`config.mk`:
```
export PLATFORM = sky130hd
export DESIGN_NAME = pulse_period_meter
export DESIGN_NICKNAME = d
export VERILOG_FILES = /design/src/rtl/pulse_period_meter.sv
export SDC_FILE = /design/constraint.sdc
export NUM_CORES = 1
export LEC_CHECK = 0
export BUFFER_PORTS_ARGS = -buffer_cell sky130_fd_sc_hd__clkbuf_2
export CAP_MARGIN = 30
export CORE_MARGIN = 1.5
export CORE_UTILIZATION = 38
export CTS_CLUSTER_DIAMETER = 100
export CTS_CLUSTER_SIZE = 14
export DETAILED_ROUTE_END_ITERATION = 8
export PLACE_DENSITY_LB_ADDON = 0.08
export RECOVER_POWER = 25
export SLEW_MARGIN = 20
export SYNTH_ARGS = -nofsm -noshare
export SYNTH_HDL_FRONTEND = slang
export SYNTH_SLANG_ARGS = --single-unit
```
`constraint.sdc`:
```
create_clock -name clk -period 3.61 [get_ports clk]
set_input_delay 0.361 -clock clk [delete_from_list [all_inputs] [get_ports clk]]
set_output_delay 0.361 -clock clk [all_outputs]
set_load 0.05 [all_outputs]
```
`src/rtl/pulse_period_meter.sv`:
```
// Measures high time and rising-to-rising period of an asynchronous pulse train.
// Results are 8-bit clk-cycle counts; periods beyond 255 cycles raise a sticky overflow flag.
`timescale 1ns/1ps
module pulse_period_meter (
  input  logic       clk,
  input  logic       reset,
  input  logic       enable,
  input  logic       pulse_in,
  output logic [7:0] width_meas,
  output logic [7:0] period_meas,
  output logic       meas_valid,
  output logic       overflow
);

  typedef enum logic [1:0] {IDLE, ARM, HIGH, LOW} state_t;

  state_t     state, state_nxt;
  logic       s1, s2, s3;
  logic [7:0] width_cnt, width_cnt_nxt;
  logic [7:0] period_cnt, period_cnt_nxt;
  logic [7:0] width_hold, width_hold_nxt;
  logic [7:0] width_meas_nxt, period_meas_nxt;
  logic       meas_valid_nxt, overflow_nxt;
  logic       rise, fall, at_limit;

  // NOTE: sequential state uses non-blocking assignments so every flop samples
  // pre-edge values; blocking here would collapse the synchronizer chain.
  always_ff @(posedge clk or negedge reset) begin
    if (!reset) begin
      s1 <= 1'b0;
      s2 <= 1'b0;
      s3 <= 1'b0;
    end else begin
      s1 <= pulse_in;
      s2 <= s1;
      s3 <= s2;
    end
  end

  assign rise     = s2 & ~s3;
  assign fall     = ~s2 & s3;
  assign at_limit = (period_cnt == 8'd255);

  always_ff @(posedge clk or negedge reset) begin
    if (!reset) begin
      state       <= IDLE;
      width_cnt   <= 8'd0;
      period_cnt  <= 8'd0;
      width_hold  <= 8'd0;
      width_meas  <= 8'd0;
      period_meas <= 8'd0;
      meas_valid  <= 1'b0;
      overflow    <= 1'b0;
    end else begin
      state       <= state_nxt;
      width_cnt   <= width_cnt_nxt;
      period_cnt  <= period_cnt_nxt;
      width_hold  <= width_hold_nxt;
      width_meas  <= width_meas_nxt;
      period_meas <= period_meas_nxt;
      meas_valid  <= meas_valid_nxt;
      overflow    <= overflow_nxt;
    end
  end

  // NOTE: every signal driven here gets a default first, so no path can leave
  // one unassigned and infer a latch.
  always_comb begin
    state_nxt       = state;
    width_cnt_nxt   = width_cnt;
    period_cnt_nxt  = period_cnt;
    width_hold_nxt  = width_hold;
    width_meas_nxt  = width_meas;
    period_meas_nxt = period_meas;
    meas_valid_nxt  = 1'b0;
    overflow_nxt    = overflow;

    if (!enable) begin
      // Disable beats everything, including a coincident closing edge.
      state_nxt      = IDLE;
      width_cnt_nxt  = 8'd0;
      period_cnt_nxt = 8'd0;
      overflow_nxt   = 1'b0;
    end else begin
      case (state)
        IDLE: state_nxt = ARM;

        ARM: begin
          if (rise) begin
            state_nxt      = HIGH;
            width_cnt_nxt  = 8'd1;
            period_cnt_nxt = 8'd1;
          end
        end

        HIGH: begin
          // width_cnt never exceeds period_cnt, so the period limit covers both.
          if (at_limit) begin
            state_nxt      = ARM;
            width_cnt_nxt  = 8'd0;
            period_cnt_nxt = 8'd0;
            overflow_nxt   = 1'b1;
          end else if (fall) begin
            state_nxt      = LOW;
            width_hold_nxt = width_cnt;
            period_cnt_nxt = period_cnt + 8'd1;
          end else begin
            width_cnt_nxt  = width_cnt + 8'd1;
            period_cnt_nxt = period_cnt + 8'd1;
          end
        end

        LOW: begin
          if (rise) begin
            state_nxt       = HIGH;
            width_meas_nxt  = width_hold;
            period_meas_nxt = period_cnt;
            meas_valid_nxt  = 1'b1;
            width_cnt_nxt   = 8'd1;
            period_cnt_nxt  = 8'd1;
          end else if (at_limit) begin
            state_nxt      = ARM;
            width_cnt_nxt  = 8'd0;
            period_cnt_nxt = 8'd0;
            overflow_nxt   = 1'b1;
          end else begin
            period_cnt_nxt = period_cnt + 8'd1;
          end
        end

        default: state_nxt = IDLE;
      endcase
    end
  end

endmodule

```
==> summary.txt, run 1 <==
Yosys
  • Synthesized flop and latch total: 47
  • Prevailing post-synth register cell: dfrtp_1
  • Post-synthesis instance area: 2030 µm²
  • YS warnings: 0
  • Cells after Synth: roughly 160
  • Synthesized Nets: 170
  • Avg Inst Size Synth: 12.4 µm²
  • Register area share after synthesis: 0.580
  • Unique cell type count in the Yosys netlist: 34
  • Async set or reset register ratio after synthesis: 1.00
  • Count of flip-flops with a built-in enable after synthesis: 0

Timing
  • Slew of the pin with the lowest slew margin: 2.45 ns
  • Relative slew slack: -0.630
  • Clock Skews: 0.00684 ns
  • Post-route minimum period: 2.30 ns
  • Count of final max-slew check failures: 48
  • Setup_tns: 0 ns
  • RSZ-0062 raised after global routing: no
  • Tcrit/Tclk final: 0.636
  • Final Hold Violating Endpoints: 0
  • Achievable frequency: 0.436 GHz
  • Number of setup violations in the final report: 0

Routing
  • Via density: 5.11
  • Detailed-routing iteration count for the pre-antenna-repair pass: 4
  • Number of design-rule violations left by the first detailed-router iteration: 35
  • Antenna Nets Post-Route: 0
  • Number of vias in the routed layout: 1329
  • Detailed-route wire length per cell: around 14 µm
  • Routed wire length: 3.76 mm
  • Number of remaining DRC errors: 0

GRT
  • Tot GR Track Use: 0.143
  • GRT Residual Overflow: 0
  • Initial antenna violation count: 0
  • First-pass GRT wire length: ~6.5 mm
  • Largest net degree at the start of global routing: 48
  • Via count of the first global-routing pass: 1334

Hold path
  • Launch instance of the worst min-delay path: pulse_in
  • Min-Delay Path Class: input port to register
  • Worst hold path stage count: 1
  • Terminating pin of the worst hold path: s1$_DFF_PN0_

Clocking
  • Clk Latency, worst-skew pair: 0.30 ns
  • CTS tree: done
  • Buffer type at the clock tree root: clkbuf_8
  • Number of hold-repair buffers added at the cts stage: 0
  • Post-CTS Resized: 0
  • # clock sinks: 47
  • # Post-CTS Setup Buffers: 0
  • Htree depth: 2
  • Post-CTS clock slew at the launch and capture registers of the worst setup and hold paths: 0.07 ns
  • Number of buffers on the longest clock path: 2
  • Number of buffers created by CTS: 5

Power
  • Max VDD drop: 0.152 mV
  • Leakage power of the design: roughly 1.1 nW
  • Power density cells: 391 nW/µm²

Placement
  • Weighted congestion reported at the end of routability-driven placement: about 0.76
  • Post-detailed-placement half-perimeter wirelength: 2.64 mm
  • Number of I/O port buffers: 21
  • Placement Cell Area: 2210 µm²

Job
  • Number of max-capacitance violations reported: 1

Run status
  • Outcome: finished with violations
  • Violations in the final reports: capacitance limit, slew limit

Critical path
  • CP Data Arrival Time: 2.19 ns
  • Reg2reg setup slack: 1.51 ns
  • Largest stage delay, worst path: 1.73 ns
  • Maximum fanout count along the critical path: 47
  • Launching point of the worst reg2reg path: period_cnt[0]$_DFFE_PN0P_
  • Element type at the critical path start: input port
  • Worst path required time: between 3 and 4 ns
  • WP buf/inv: 2
  • Max stage delay cell, worst path: clkbuf_1
  • Cells along the critical path: clkbuf_2, clkbuf_1
  • Worst Reg-to-Reg Cells: 5
  • Category of the critical setup timing path: input port to async pin
  • Kind of cell with the highest combined delay on the critical path: buffers and inverters
  • Crit. End Element: async pin
  • Reg-to-Reg End: width_hold[4]$_DFFE_PN0P_

Finish
  • N_diodes: 0
  • Share of final-layout standard cells stronger than drive strength 1: 0.300
  • Layout net count: 196
  • Final std cell area, no fill: 2290 µm²
  • Area growth from synthesis to final layout: 13.1%

Floorplan
  • Placement Rows: 26
  • Top-level I/O count: 22
  • Area of the placeable core: 5140 µm²
  • X dimension of the die: 76.0 µm
  • Initial standard-cell utilization of the core: 0.394
  • Total Die Area: 5780 µm²
  • Vertical extent of the die: between 70 and 80 µm
## flip-flops by register name, indices dropped and copies added, names as in the netlist
signal	flops
s1	1
overflow	1
width_cnt	8
s3	1
period_meas	8
width_meas	8
width_hold	8
period_cnt	8
meas_valid	1
s2	1
state	2
## kinds of logic after synthesis
group | share of synthesized area
buffers and inverters | 0.0290
muxes | 0.149
AOI/OAI and AO/OA | 0.0759
adders and majority gates | 0.0123
xor gates and xnor gates | 0.0216
and+or+nand+nor | 0.132
DFF | 0.580
## placed cells by master, fill, tap and decap left out, types with 2 or more instances in the layout
| cell type | instances |
|---|---|
| a21oi_1 | 8 |
| inv_1 | 7 |
| buf_4 | 2 |
| ha_1 | 2 |
| mux2i_1 | 2 |
| a31oi_1 | 2 |
| and3_1 | 3 |
| mux2_2 | 25 |
| dfrtp_1 | 47 |
| nand3_1 | 8 |
| o31ai_1 | 2 |
| clkbuf_8 | 6 |
| nor2_1 | 10 |
| nor2b_1 | 2 |
| xor2_1 | 4 |
| nand4b_1 | 2 |
| a21o_1 | 3 |
| nand3b_1 | 2 |
| nand4_1 | 6 |
| or3_1 | 2 |
| clkbuf_2 | 21 |
| o21ai_0 | 2 |
| and4_1 | 2 |
| or4_1 | 3 |
| nand2_1 | 8 |
## layer usage
metal | GRT usage | wire, µm | vias to the layer above
li1 | - | - | 639
met1 | 0.193 | 1890 | 660
met2 | 0.222 | 1680 | 24
met3 | 0.0371 | 128 | 6
met4 | 0.0556 | 61 | 0
met5 | 0 | 0 | -
## area by class of cell
class / count / area (µm²)
fill: 508 / 2850
clock inverter: 1 / 5.00
clock buffer: 6 / 82.6
tap: 70 / 87.6
inverter: 7 / 26.3
multi-input combinational: 105 / 792
timing repair buffer: 24 / 124
sequential: 47 / 1180
## Yosys cell counts (all sizes together), types with 3 or more instances
master,n,share of area
dfrtp,47,0.58
mux2,25,0.14
nor2,10,0.019
a21oi,8,0.020
nand2,8,0.015
nand3,8,0.020
inv,7,0.013
nand4,6,0.019
xor2,4,0.017
a21o,3,0.011
and3,3,0.0093
buf,3,0.012
or4,3,0.011
## worst max-delay path by stage
stage,startpoint,endpoint,slack [ns],depth (start not counted)
final,reset,width_hold[4]$_DFFE_PN0P_,1.31,2
after global routing,reset,width_cnt[5]$_DFFE_PN0P_,0.83,2
after CTS,period_cnt[0]$_DFFE_PN0P_,width_hold[4]$_DFFE_PN0P_,1.45,5
after detailed placement,period_cnt[0]$_DFFE_PN0P_,width_hold[4]$_DFFE_PN0P_,1.47,5
after global placement,period_cnt[0]$_DFFE_PN0P_,width_hold[4]$_DFFE_PN0P_,1.54,5
after floorplan,period_cnt[0]$_DFFE_PN0P_,width_hold[0]$_DFFE_PN0P_,1.82,5
## power by group
group	total, mW	leakage (nW)	switching [mW]	internal (mW)
sequential	0.540	0.646	0.00690	0.533
clock	0.312	0.0470	0.162	0.150
combinational	0.0435	0.430	0.0309	0.0126
## per-stage QoR
stage	total power [mW]	setup WS, ns	hold slack (ns)	utilization	instances
floorplan	0.575	1.82	0.0654	-	164
global placement	0.594	1.54	0.345	0.430	253
detailed placement	0.595	1.47	0.347	0.430	253
CTS	0.914	1.45	0.158	0.447	260
global route	0.943	0.827	0.155	0.446	260
finish	0.896	1.31	0.169	0.446	260
Power figures use the tool's default switching activity.
==> inputs of run 2 (changes only) <==
==> constraint.sdc (replaced) <==
create_clock -name clk -period 2.1 [get_ports clk]
set_input_delay 0.21 -clock clk [delete_from_list [all_inputs] [get_ports clk]]
set_output_delay 0.21 -clock clk [all_outputs]
set_load 0.05 [all_outputs]
==> run 2 against run 1 <==
The run now ends clean. Utilization rose by 1.2 points. Critical path type is now register to register. Clock power rose by 140%. Sequential share of layout area fell by 1.3 points. Register-to-register slack got worse by 1.3 ns. Design area rose by 2.7%.
==> summary.txt, run 2 (synthesis results as in run 1) <==
Clocking
  • Number of buffers on the longest clock path: 2
  • # clock sinks: 47
  • Htree depth: 2
  • Post-CTS clock slew at the launch and capture registers of the worst setup and hold paths: ~0.080 ns
  • Number of hold-repair buffers added at the cts stage: 0
  • Post-CTS Resized: 0
  • Number of buffers created by CTS: 5
  • Clk Latency, worst-skew pair: 0.30 ns
  • CTS tree: done
  • Buffer type at the clock tree root: clkbuf_8
  • # Post-CTS Setup Buffers: 0

Routing
  • Detailed-routing iteration count for the pre-antenna-repair pass: 4
  • Via density: 5.13
  • Number of vias in the routed layout: 1349
  • Number of remaining DRC errors: 0
  • Antenna Nets Post-Route: 0
  • Detailed-route wire length per cell: approximately 14 µm
  • Routed wire length: ~3.7 mm
  • Number of design-rule violations left by the first detailed-router iteration: approximately 60

Timing
  • RSZ-0062 raised after global routing: no
  • Relative slew slack: 0.255
  • Post-route minimum period: 1.87 ns
  • Final Hold Violating Endpoints: 0
  • Achievable frequency: 0.534 GHz
  • Tcrit/Tclk final: 0.892
  • Setup_tns: 0 ns
  • Count of final max-slew check failures: 0
  • Clock Skews: 0.00953 ns
  • Slew of the pin with the lowest slew margin: 1.12 ns
  • Number of setup violations in the final report: 0

Critical path
  • Crit. Startpoint: period_cnt[0]$_DFFE_PN0P_
  • Element type at the critical path start: register
  • Category of the critical setup timing path: register to register
  • Crit. End Element: register
  • WP buf/inv: 0
  • Launching point of the worst reg2reg path: period_cnt[0]$_DFFE_PN0P_
  • Worst path required time: 2.28 ns
  • Max stage delay cell, worst path: dfrtp_1
  • Maximum fanout count along the critical path: 8
  • Largest stage delay, worst path: between 0.4 and 0.5 ns
  • Cells along the critical path: ha_1, and3_1, a211oi_2, nand2_1, mux2_2
  • Kind of cell with the highest combined delay on the critical path: simple AND/OR/NAND/NOR gates
  • CP Data Arrival Time: 2.05 ns

Finish
  • Area growth from synthesis to final layout: 16.2%
  • N_diodes: 0
  • Final standard cell utilization of the core: 0.458
  • Share of final-layout standard cells stronger than drive strength 1: 0.311
  • Leading cell type in the layout, fill and taps excluded: dfrtp_1
  • Layout net count: about 200
  • Top library cells by usage in the layout, fill and taps aside: 47 x dfrtp_1, 25 x mux2_2, 22 x clkbuf_2
  • Cell Count, Final, Fillers Out: 263

Run status
  • Outcome: finished clean

Hold path
  • Min-Delay Path Class: input port to register
  • Launch instance of the worst min-delay path: pulse_in

GRT
  • Initial antenna violation count: 0
  • Tot GR Track Use: 0.144
  • GRT Residual Overflow: 0
  • First-pass GRT wire length: approximately 6.6 mm
  • Via count of the first global-routing pass: 1347
  • Largest net degree at the start of global routing: 48

Placement
  • Total instance count after detailed placement: around 260
  • Number of I/O port buffers: 21
  • Weighted congestion reported at the end of routability-driven placement: 0.770
  • Post-detailed-placement half-perimeter wirelength: 2.61 mm

Job
  • Number of max-capacitance violations reported: 0

Floorplan
  • Placement Rows: 26
  • X dimension of the die: 76.0 µm
  • Top-level I/O count: 22
  • Vertical extent of the die: roughly 76 µm
  • Initial standard-cell utilization of the core: 0.394
  • Total Die Area: 5780 µm²
  • Area of the placeable core: between 5000 and 6000 µm²

Power
  • Max VDD drop: ~0.40 mV
  • Leakage power of the design: between 1 and 1.5 nW
  • Power density cells: 750 nW/µm²
-- run 2: changes by cell type in the layout (fill, tap and decap cells not counted), sizes merged --
cell    previous run  this run
buf                2         4
clkinv             1         0
bufinv             0         2
-- run 2: metrics by stage --
step	instance area [µm²]	total power, mW	setup WS [ns]	hold slack, ns
after floorplan	2030	0.988	0.315	-0.0856
after global placement	2220	1.02	0.276	0.321
after detailed placement	2220	1.02	0.229	0.320
after CTS	2360	1.79	0.218	0.0122
after global routing	2350	1.85	0.0994	0.00200
final	2350	1.77	0.228	0.0220
-- run 2: final cells by class --
type                       count  area [µm²]
clock buffer                   6        72.6
clock inverter                 2        60.1
fill                         522        2790
inverter                       7        26.3
multi-input combinational    105         792
sequential                    47        1180
tap                           70        87.6
timing repair buffer          26         140
-- run 2: path summary, 6_finish.rpt --
kind                                              endpoint  slack [ns]  cells after the start
worst max-delay path             width_hold[4]$_DFFE_PN0P_        0.23                      5
worst min-delay path                          s1$_DFF_PN0_        0.02                      1
worst max register to register   width_hold[4]$_DFFE_PN0P_        0.23                      5
worst min register to register                s2$_DFF_PN0_        0.36                      0
max in group asynchronous             state[1]$_DFFE_PN0P_        1.20                      2
min in group asynchronous       period_meas[3]$_DFFE_PN0P_        0.20                      2
-- run 2: routing by layer --
layer	track usage	vias to the layer above	wire length [µm]
met2	0.216	22	1690
met4	0.0444	0	44
li1	-	645	-
met3	0.0419	6	134
met5	0	-	0
met1	0.202	676	1830
-- run 2: where the power goes --
part / switching, mW / internal, mW / leakage (nW)
Combinational: 0.0525 / 0.0233 / 0.442
Sequential: 0.0118 / 0.916 / 0.646
Clock: 0.286 / 0.476 / 0.0654
Total: 0.351 / 1.41 / 1.15
